--- src/rtl/mem_stage_bus_ctrl_pkg.sv ---
// Shared definitions for the MEM-stage bus controller: access-size encodings,
// FSM state encoding, byte-enable constants and the write-back extension helper.
package mem_stage_bus_ctrl_pkg;

    typedef enum logic [1:0] {
        ACC_WORD     = 2'b00,
        ACC_HALF     = 2'b01,
        ACC_BYTE     = 2'b10,
        ACC_WORD_ALT = 2'b11
    } acc_mode_e;

    typedef enum logic [1:0] {
        ST_IDLE = 2'b00,
        ST_REQ  = 2'b01,
        ST_DONE = 2'b10
    } state_e;

    localparam logic [3:0] BE_WORD    = 4'b1111;
    localparam logic [3:0] BE_HALF_LO = 4'b0011;
    localparam logic [3:0] BE_HALF_HI = 4'b1100;
    localparam logic [3:0] BE_BYTE0   = 4'b0001;

    // Write-back sign/zero extension of a right-aligned load lane.
    function automatic logic [31:0] wb_extend(input logic [31:0] lane,
                                              input logic [1:0]  mode,
                                              input logic        is_unsigned);
        logic [31:0] res;
        res = lane;
        case (acc_mode_e'(mode))
            ACC_HALF: res = {{16{~is_unsigned & lane[15]}}, lane[15:0]};
            ACC_BYTE: res = {{24{~is_unsigned & lane[7]}}, lane[7:0]};
            default:  res = lane;
        endcase
        return res;
    endfunction

endpackage

--- src/rtl/mem_stage_bus_ctrl_if.sv ---
// Word-aligned single-outstanding data bus between the MEM stage and memory.
interface mem_stage_bus_ctrl_if;
    logic        bus_req;
    logic        bus_we;
    logic [31:0] bus_addr;
    logic [3:0]  bus_be;
    logic [31:0] bus_wdata;
    logic        bus_ack;
    logic [31:0] bus_rdata;

    modport master (
        output bus_req, bus_we, bus_addr, bus_be, bus_wdata,
        input  bus_ack, bus_rdata
    );

    modport slave (
        input  bus_req, bus_we, bus_addr, bus_be, bus_wdata,
        output bus_ack, bus_rdata
    );
endinterface

--- src/rtl/mem_stage_bus_ctrl_lane_align.sv ---
// Byte-lane steering: byte enables, store-data replication, alignment check
// and right-aligned, zero-extended load-lane extraction.
module mem_lane_align
    import mem_stage_bus_ctrl_pkg::*;
(
    input  logic [1:0]  addr_lo,
    input  logic [1:0]  acc_mode,
    input  logic [31:0] wdata,
    input  logic [31:0] rdata,
    output logic [3:0]  be,
    output logic [31:0] wdata_rep,
    output logic        misaligned,
    output logic [31:0] rdata_lane
);

    // Per-size lane selection; mode 11 falls into the word default.
    always_comb begin
        be         = BE_WORD;
        wdata_rep  = wdata;
        misaligned = (addr_lo != 2'b00);
        rdata_lane = rdata;
        case (acc_mode_e'(acc_mode))
            ACC_HALF: begin
                be         = addr_lo[1] ? BE_HALF_HI : BE_HALF_LO;
                wdata_rep  = {2{wdata[15:0]}};
                misaligned = addr_lo[0];
                rdata_lane = {16'h0000, (addr_lo[1] ? rdata[31:16] : rdata[15:0])};
            end
            ACC_BYTE: begin
                be         = BE_BYTE0 << addr_lo;
                wdata_rep  = {4{wdata[7:0]}};
                misaligned = 1'b0;
                case (addr_lo)
                    2'd0:    rdata_lane = {24'h000000, rdata[7:0]};
                    2'd1:    rdata_lane = {24'h000000, rdata[15:8]};
                    2'd2:    rdata_lane = {24'h000000, rdata[23:16]};
                    default: rdata_lane = {24'h000000, rdata[31:24]};
                endcase
            end
            default: ;
        endcase
    end

endmodule

--- src/rtl/mem_stage_bus_ctrl.sv ---
// MEM-stage controller: turns the EX/MEM load/store into one bus transaction,
// stalls the pipeline until ack or timeout, and returns the load lane.
module mem_stage_bus_ctrl
    import mem_stage_bus_ctrl_pkg::*;
#(
    parameter int unsigned TIMEOUT_CYCLES = 255
) (
    input  logic                        clk,
    input  logic                        reset_n,
    input  logic [31:0]                 addr,
    input  logic [31:0]                 wdata,
    input  logic                        mem_read,
    input  logic                        mem_write,
    input  logic [1:0]                  acc_mode,
    mem_stage_bus_ctrl_if.master        bus,
    output logic [31:0]                 mem_data,
    output logic                        stall,
    output logic                        misalign,
    output logic                        bus_timeout
);

    localparam int CNT_W = (TIMEOUT_CYCLES > 1) ? $clog2(TIMEOUT_CYCLES) : 1;
    localparam logic [CNT_W-1:0] CNT_LAST =
        CNT_W'((TIMEOUT_CYCLES > 0) ? (TIMEOUT_CYCLES - 1) : 0);
    localparam logic [CNT_W-1:0] CNT_MAX = '1;
    localparam bit TO_EN = (TIMEOUT_CYCLES != 0);

    state_e             state_q, state_d;
    logic [CNT_W-1:0]   cnt_q, cnt_d;
    logic               bus_req_q, bus_req_d;
    logic               bus_we_q, bus_we_d;
    logic [31:0]        bus_addr_q, bus_addr_d;
    logic [3:0]         bus_be_q, bus_be_d;
    logic [31:0]        bus_wdata_q, bus_wdata_d;
    logic [31:0]        mem_data_q, mem_data_d;
    logic               misalign_q, misalign_d;
    logic               bus_timeout_q, bus_timeout_d;

    logic               op;
    logic [3:0]         lane_be;
    logic [31:0]        lane_wdata;
    logic               lane_misaligned;
    logic [31:0]        lane_rdata;

    assign op = mem_read | mem_write;

    mem_lane_align u_lane_align (
        .addr_lo    (addr[1:0]),
        .acc_mode   (acc_mode),
        .wdata      (wdata),
        .rdata      (bus.bus_rdata),
        .be         (lane_be),
        .wdata_rep  (lane_wdata),
        .misaligned (lane_misaligned),
        .rdata_lane (lane_rdata)
    );

    // Next-state and registered-output logic for the IDLE/REQ/DONE sequence.
    always_comb begin
        state_d       = state_q;
        cnt_d         = cnt_q;
        bus_req_d     = bus_req_q;
        bus_we_d      = bus_we_q;
        bus_addr_d    = bus_addr_q;
        bus_be_d      = bus_be_q;
        bus_wdata_d   = bus_wdata_q;
        mem_data_d    = mem_data_q;
        misalign_d    = 1'b0;
        bus_timeout_d = 1'b0;
        case (state_q)
            ST_IDLE: begin
                if (op) begin
                    if (lane_misaligned) begin
                        misalign_d = 1'b1;
                        state_d    = ST_DONE;
                    end else begin
                        bus_req_d   = 1'b1;
                        bus_we_d    = mem_write;
                        bus_addr_d  = {addr[31:2], 2'b00};
                        bus_be_d    = lane_be;
                        bus_wdata_d = lane_wdata;
                        cnt_d       = '0;
                        state_d     = ST_REQ;
                    end
                end
            end
            ST_REQ: begin
                if (bus.bus_ack) begin
                    bus_req_d = 1'b0;
                    if (!bus_we_q) begin
                        mem_data_d = lane_rdata;
                    end
                    state_d = ST_DONE;
                end else if (TO_EN && (cnt_q == CNT_LAST)) begin
                    bus_req_d     = 1'b0;
                    bus_timeout_d = 1'b1;
                    mem_data_d    = '0;
                    state_d       = ST_DONE;
                end else if (cnt_q != CNT_MAX) begin
                    cnt_d = cnt_q + CNT_W'(1);
                end
            end
            ST_DONE: state_d = ST_IDLE;
            default: state_d = ST_IDLE;
        endcase
    end

    // State and registered outputs, cleared asynchronously.
    always_ff @(posedge clk or negedge reset_n) begin
        if (!reset_n) begin
            state_q       <= ST_IDLE;
            cnt_q         <= '0;
            bus_req_q     <= 1'b0;
            bus_we_q      <= 1'b0;
            bus_addr_q    <= '0;
            bus_be_q      <= '0;
            bus_wdata_q   <= '0;
            mem_data_q    <= '0;
            misalign_q    <= 1'b0;
            bus_timeout_q <= 1'b0;
        end else begin
            state_q       <= state_d;
            cnt_q         <= cnt_d;
            bus_req_q     <= bus_req_d;
            bus_we_q      <= bus_we_d;
            bus_addr_q    <= bus_addr_d;
            bus_be_q      <= bus_be_d;
            bus_wdata_q   <= bus_wdata_d;
            mem_data_q    <= mem_data_d;
            misalign_q    <= misalign_d;
            bus_timeout_q <= bus_timeout_d;
        end
    end

    // Stall is released in DONE; it is also held low while reset is asserted
    // so the frozen pipeline does not keep a reset core stalled.
    assign stall = reset_n & op & (state_q != ST_DONE);

    assign bus.bus_req   = bus_req_q;
    assign bus.bus_we    = bus_we_q;
    assign bus.bus_addr  = bus_addr_q;
    assign bus.bus_be    = bus_be_q;
    assign bus.bus_wdata = bus_wdata_q;
    assign mem_data      = mem_data_q;
    assign misalign      = misalign_q;
    assign bus_timeout   = bus_timeout_q;

endmodule
--- src/flat_wrapper.sv ---
// flat-port wrapper written by rule: the top's interface ports become plain ports
module mem_stage_bus_ctrl_flat import mem_stage_bus_ctrl_pkg::*;
#(
    parameter int unsigned TIMEOUT_CYCLES = 255
)
  (clk, reset_n, addr, wdata, mem_read, mem_write, acc_mode, mem_data, stall, misalign, bus_timeout, bus_bus_req, bus_bus_we, bus_bus_addr, bus_bus_be, bus_bus_wdata, bus_bus_ack, bus_bus_rdata);
  mem_stage_bus_ctrl_if bus_i ();
  input  logic clk;
  input  logic reset_n;
  input  logic [31:0] addr;
  input  logic [31:0] wdata;
  input  logic mem_read;
  input  logic mem_write;
  input  logic [1:0] acc_mode;
  output logic [31:0] mem_data;
  output logic stall;
  output logic misalign;
  output logic bus_timeout;
  output wire logic [$bits(bus_i.bus_req)-1:0] bus_bus_req;
  output wire logic [$bits(bus_i.bus_we)-1:0] bus_bus_we;
  output wire logic [$bits(bus_i.bus_addr)-1:0] bus_bus_addr;
  output wire logic [$bits(bus_i.bus_be)-1:0] bus_bus_be;
  output wire logic [$bits(bus_i.bus_wdata)-1:0] bus_bus_wdata;
  input wire logic [$bits(bus_i.bus_ack)-1:0] bus_bus_ack;
  input wire logic [$bits(bus_i.bus_rdata)-1:0] bus_bus_rdata;
  assign bus_bus_req = bus_i.bus_req;
  assign bus_bus_we = bus_i.bus_we;
  assign bus_bus_addr = bus_i.bus_addr;
  assign bus_bus_be = bus_i.bus_be;
  assign bus_bus_wdata = bus_i.bus_wdata;
  assign bus_i.bus_ack = bus_bus_ack;
  assign bus_i.bus_rdata = bus_bus_rdata;
  mem_stage_bus_ctrl #(.TIMEOUT_CYCLES(TIMEOUT_CYCLES)) u_core (.clk(clk), .reset_n(reset_n), .addr(addr), .wdata(wdata), .mem_read(mem_read), .mem_write(mem_write), .acc_mode(acc_mode), .bus(bus_i), .mem_data(mem_data), .stall(stall), .misalign(misalign), .bus_timeout(bus_timeout));
endmodule
--- config.mk ---
export PLATFORM = sky130hd
export DESIGN_NAME = mem_stage_bus_ctrl_flat
export DESIGN_NICKNAME = d
export VERILOG_FILES = /design/src/rtl/mem_stage_bus_ctrl_pkg.sv /design/src/rtl/mem_stage_bus_ctrl_if.sv /design/src/rtl/mem_stage_bus_ctrl_lane_align.sv /design/src/rtl/mem_stage_bus_ctrl.sv /design/src/flat_wrapper.sv
export SDC_FILE = /design/constraint.sdc
export NUM_CORES = 1
export LEC_CHECK = 0
export CAP_MARGIN = 20
export CORE_MARGIN = 2
export CORE_UTILIZATION = 44
export CTS_CLUSTER_DIAMETER = 120
export CTS_CLUSTER_SIZE = 24
export DETAILED_ROUTE_END_ITERATION = 6
export HOLD_SLACK_MARGIN = 0.08
export PLACE_DENSITY = 0.83
export SLEW_MARGIN = 0
export SYNTH_ARGS = -nofsm -noshare
export SYNTH_HDL_FRONTEND = slang
export SYNTH_SLANG_ARGS = --single-unit
--- constraint.sdc ---
create_clock -name clk -period 2.5 [get_ports clk]
set_clock_uncertainty 0.05 [all_clocks]
set_input_delay 0.5 -clock clk [delete_from_list [all_inputs] [get_ports clk]]
set_output_delay 0.5 -clock clk [all_outputs]
set_load 0.02 [all_outputs]
==> flow_summary.json, run 1 <==
{
  "status": "complete, no violations",
  "crit_arrival_ns": 1.89,
  "yosys_warnings": 0,
  "fmaxAchievable_ghz": 0.410,
  "die_h_um": 113,
  "syn_inst": 468,
  "cp_max_fo": 2,
  "ir_drop_uv": 647,
  "maxSlewHeadroom_pct": 32.2,
  "synth.avg_cell_area_um2": 11.1,
  "synth-edff-count": 0,
  "yosysSeqAreaShare_pct": 54.0,
  "finalCritPeriodShare_pct": 97.6,
  "slew_violations": 0,
  "hp-class": "in -> async",
  "synth_largest_area_cell": "dfrtp_1",
  "drt_wl_total_um": 15100,
  "numPortBuffers": 205,
  "worstSetupStartpointType": "input port",
  "yosysUniqueCellTypes": 49,
  "leakagePower_nw": 3.28,
  "cts-root-buf": "clkbuf_16",
  "yosysMostFrequentCell": "dfrtp_1",
  "hpwl_um": 11100,
  "cts.repair.resized": 0,
  "async_reset_ff_share_pct": 100,
  "tritoncts": "done",
  "final_antenna_net_count": 0,
  "dieArea_mm2": 0.0127,
  "grt_max_degree": 65,
  "endpoint_kind": "primary output",
  "layout-drive-gt1-share_pct": 15.1,
  "powerDensity_mw_per_mm2": 1150,
  "viasPerCell": 5.57,
  "setup_violations": 0,
  "htreeDepth": 3,
  "dr.pass1.iters": 5,
  "hold_viol": 0,
  "antenna_found_initial": 0,
  "synth_seq_cells": 112,
  "yosys-top-cells-area": "dfrtp_1, mux2_2, o21ai_0",
  "grt_usage_pct": 24.1,
  "first_global_vias": 4759,
  "crit_required_ns": 1.95,
  "grt_first_pass_wirelength_um": 24400,
  "start_util_pct": 45.2,
  "wl_per_cell_um": 18.3,
  "floorplan.core_area_mm2": 0.0115,
  "synth-main-ff-cell": "dfrtp_1",
  "r2r-end": "u_core.mem_data[24]",
  "syn_to_final_growth_pct": 50.5,
  "vias": 4583,
  "r2r_slack_ns": 0.23,
  "yosys.area.top_type_share_pct": 54.0,
  "cts_buffer_depth": 2,
  "antennaDiodeCount": 0,
  "pre_cts_ws_ns": -0.103,
  "fillCellCount": 860,
  "whs_ns": 0.233,
  "rows": 39,
  "cts_buffers": 9,
  "critPathKind": "in -> out",
  "clk_pin_slew_ns": 0.07,
  "io_pins": 208,
  "fin_setup_tns_ns": 0,
  "insertion_delay_ns": 0.34,
  "drtIter0Drc": 358,
  "period_minus_slack_ns": 2.44,
  "globalplace.congestion": 0.917,
  "syn_area_mm2": 0.00519,
  "drc": 0,
  "postCtsSetupRepairBufs": 0,
  "cap_viol_max_count": 0,
  "grt_overflow_total": 0,
  "fin_nets": 783,
  "grt_setup_unrepaired": "no",
  "r2r-start": "u_core.cnt_q[0]",
  "synth_common_cells": "dfrtp_1, mux2_2, o21ai_0, nor2_1, nand2_1",
  "die_w_um": 113,
  "cts_num_sinks": 112,
  "holdBufCountCts": 0,
  "setup_ws_ns": 0.0603,
  "rr_worst_depth": 5,
  "max_slew.worst_pin.slew_ns": 1.01
}
==> final cells by class <==
| cell class | count | area, um^2 | share of cell area, % |
|---|---|---|---|
| multi-input combinational | 299 | 2160 | 27.6 |
| clock inverter | 5 | 56.3 | 0.721 |
| inverter | 25 | 95.1 | 1.22 |
| clock buffer | 10 | 239 | 3.06 |
| tap | 143 | 179 | 2.29 |
| timing repair buffer | 229 | 2280 | 29.2 |
| sequential | 112 | 2800 | 35.9 |
==> through the flow <==
step / power, mW / cells / cell area, um^2 / utilization (%)
2_1_floorplan: 5.27 / 469 / 5190 / -
3_3_place_gp: 7.41 / 807 / 7500 / 65.4
3_5_place_dp: 7.54 / 807 / 7500 / 65.4
4_1_cts: 9.02 / 822 / 7790 / 68.0
5_1_grt: 9.44 / 823 / 7810 / 68.1
6_report: 8.95 / 823 / 7810 / 68.1
==> layer usage <==
layer	track usage [%]	wire [um]	vias up
li1	-	-	2096
met1	29.1	5910	2264
met2	40.6	7570	194
met3	6.91	1220	29
met4	9.67	374	0
met5	0	0	-
==> placed cells by master (no fill, tap or decap), types with 10 or more instances in the layout <==
cell type,instances
inv_1,24
nor2_1,33
nand3_1,21
buf_4,21
o21ai_0,37
o2bb2ai_2,10
mux2_2,44
clkdlybuf4s50_1,204
dfrtp_1,112
nand2_1,31
a21oi_1,11
a22oi_1,16
o31ai_1,17
==> power breakdown <==
group          switching, mW  leakage (nW)  total [mW]  internal [mW]
clock                  0.660         0.145        1.46          0.800
sequential             0.488          1.40        3.10           2.61
combinational           2.15          1.73        4.39           2.25
==> sequential cells by signal, indices dropped and copies added, names as in the netlist <==
register / count
u_core.bus.bus_addr: 30
u_core.bus.bus_be: 4
u_core.bus.bus_req: 1
u_core.bus.bus_wdata: 32
u_core.bus.bus_we: 1
u_core.bus_timeout: 1
u_core.cnt_q: 8
u_core.mem_data: 32
u_core.misalign: 1
u_core.state_q: 2
==> worst max path at each step <==
stage / startpoint / to / depth (start not counted)
2_1_floorplan: acc_mode[0] / u_core.bus.bus_req / 7
3_3_place_gp: acc_mode[0] / u_core.bus.bus_addr[7] / 8
3_5_place_dp: bus_bus_ack / u_core.mem_data[24] / 5
4_1_cts: mem_write / stall / 4
5_1_grt: mem_write / stall / 4
6_report: mem_write / stall / 4
==> worst max-delay path, stage by stage <==
cell,delay (ns)
clkdlybuf4s50_1,0.42
or2_2,0.31
o211a_1,0.12
clkdlybuf4s50_1,0.54
==> cells by family after synthesis <==
kind of cell / Yosys count / share of synthesized area, %
compound gates: 127 / 18.0
xor+xnor: 2 / 0.338
fa+ha+maj: 4 / 0.965
buf+inv: 59 / 4.87
flops: 112 / 54.0
mux: 56 / 11.9
other cells: 1 / 0.0723
simple gates: 107 / 9.77
(Power assumes the default switching activity.)
==> run 2, diff against run 1 <==
--- a/config.mk
+++ b/config.mk
@@ -7,13 +7,13 @@
 export LEC_CHECK = 0
 export CAP_MARGIN = 20
 export CORE_MARGIN = 2
-export CORE_UTILIZATION = 44
+export CORE_UTILIZATION = 45
+export CTS_BUF_LIST = sky130_fd_sc_hd__clkbuf_4 sky130_fd_sc_hd__clkbuf_8
 export CTS_CLUSTER_DIAMETER = 120
 export CTS_CLUSTER_SIZE = 24
 export DETAILED_ROUTE_END_ITERATION = 6
 export HOLD_SLACK_MARGIN = 0.08
-export PLACE_DENSITY = 0.83
-export SLEW_MARGIN = 0
+export PLACE_DENSITY = 0.85
 export SYNTH_ARGS = -nofsm -noshare
 export SYNTH_HDL_FRONTEND = slang
 export SYNTH_SLANG_ARGS = --single-unit
==> flow_summary.json, run 2 (synthesis gave the netlist of run 1 again) <==
{
  "first_global_vias": 4894,
  "path_cells": "clkdlybuf4s50_1 -> or2_2 -> o211a_1 -> clkdlybuf4s50_1",
  "leakagePower_nw": 3.24,
  "grt_first_pass_wirelength_um": 24600,
  "holdBufCountCts": 0,
  "rows": 39,
  "finalCritPeriodShare_pct": 97.2,
  "clk_pin_slew_ns": 0.10,
  "hold_viol": 0,
  "total_power_mw": 8.69,
  "viasPerCell": 5.54,
  "powerDensity_mw_per_mm2": 1130,
  "max_stage_delay_ns": 0.53,
  "crit_arrival_ns": 1.88,
  "die_h_um": 111,
  "grt_usage_pct": 24.6,
  "layout_commonest_cell": "clkdlybuf4s50_1",
  "vias": 4563,
  "fillCellCount": 895,
  "tritoncts": "done",
  "cts-root-buf": "clkbuf_8",
  "slowest_stage": "clkdlybuf4s50_1",
  "grt_util_met2_pct": 42.0,
  "numPortBuffers": 205,
  "layout.cells.most_common_list": "clkdlybuf4s50_1, dfrtp_1, mux2_2, o21ai_0, nor2_1",
  "whs_ns": 0.229,
  "ff_latch_area_mm2": 0.00280,
  "worstSetupStartpointType": "input port",
  "slew_violations": 0,
  "path_common_cell": "clkdlybuf4s50_1",
  "postCtsSetupRepairBufs": 0,
  "drtIter0Drc": 245,
  "fmaxAchievable_ghz": 0.412,
  "ir_drop_uv": 621,
  "hpwl_um": 11300,
  "insertion_delay_ns": 0.37,
  "endpoint_kind": "primary output",
  "antenna_found_initial": 0,
  "dr.pass1.iters": 5,
  "floorplan.core_area_mm2": 0.0113,
  "crit_required_ns": 1.95,
  "setup_violations": 0,
  "final_antenna_net_count": 0,
  "cap_viol_max_count": 0,
  "die_w_um": 111,
  "cp_max_fo": 2,
  "grt_setup_unrepaired": "no",
  "finish.utilization_pct": 68.1,
  "drt_wl_total_um": 15000,
  "max_slew.worst_pin.slew_ns": 0.834,
  "grt_overflow_total": 0,
  "cts_buffer_depth": 2,
  "start_util_pct": 45.8,
  "hp-class": "in -> async",
  "cts_buffers": 9,
  "period_minus_slack_ns": 2.43,
  "r2r_slack_ns": 0.37,
  "syn_to_final_growth_pct": 48.8,
  "cts.repair.resized": 0,
  "grt_use_met3_pct": 6.70,
  "htreeDepth": 3,
  "layout-drive-gt1-share_pct": 15.3,
  "multi_input_area_mm2": 0.00213,
  "status": "complete, no violations",
  "grt_max_degree": 58,
  "io_pins": 208,
  "maxSlewHeadroom_pct": 44.4,
  "grt_util_met1_pct": 29.3,
  "globalplace.congestion": 0.881,
  "grt.busiest_layer": "met2",
  "dieArea_mm2": 0.0124,
  "fin_nets": 783,
  "antennaDiodeCount": 0,
  "cts_num_sinks": 112,
  "critPathKind": "in -> out",
  "wl_per_cell_um": 18.1,
  "drc": 0,
  "fin_setup_tns_ns": 0
}
==> run 2: path summary, 6_finish.rpt <==
path / depth (start not counted) / to / start
worst max-delay path: 4 / stall / mem_write
worst min-delay path: 2 / u_core.bus.bus_we / reset_n
worst max register to register: 7 / u_core.mem_data[1] / u_core.cnt_q[0]
worst min register to register: 2 / u_core.bus.bus_wdata[31] / u_core.bus.bus_wdata[31]
max in group asynchronous: 3 / u_core.bus.bus_wdata[9] / reset_n
min in group clk: 2 / u_core.bus.bus_wdata[31] / u_core.bus.bus_wdata[31]
==> run 2: cell type report <==
cell class	count	area share, %
multi-input combinational	298	27.7
clock inverter	6	1.18
inverter	25	1.23
clock buffer	10	1.78
timing repair buffer	230	29.5
tap	143	2.32
sequential	112	36.3
==> run 2: through the flow <==
stage               instances  instance area [um^2]  worst slack [ns]
global placement          808                  7490            0.0426
floorplan                 469                  5190             0.481
finish                    824                  7710            0.0700
CTS                       824                  7710            0.0684
global route              824                  7710            0.0317
detailed placement        808                  7490           -0.0545
==> run 2: routing by layer <==
layer  up-vias  part of all wire [%]  wire length [um]
li1       2096                     -                 -
met1      2224                    39              5840
met2       209                    50              7490
met3        34                   8.0              1200
met4         0                   2.8               414
met5         -                     0                 0
==> run 2: worst max-delay path, delay by kind of cell <==
kind / cells / cell delay, ns
buffers and inverters: 2 / 0.95
AO/OA/AOI/OAI: 1 / 0.11
AND/OR/NAND/NOR: 1 / 0.31
==> run 2: report_power, final <==
part / switching, mW / internal [mW] / leakage (nW)
combinational: 2.14 / 2.23 / 1.73
clock: 0.621 / 0.597 / 0.110
sequential: 0.498 / 2.61 / 1.40
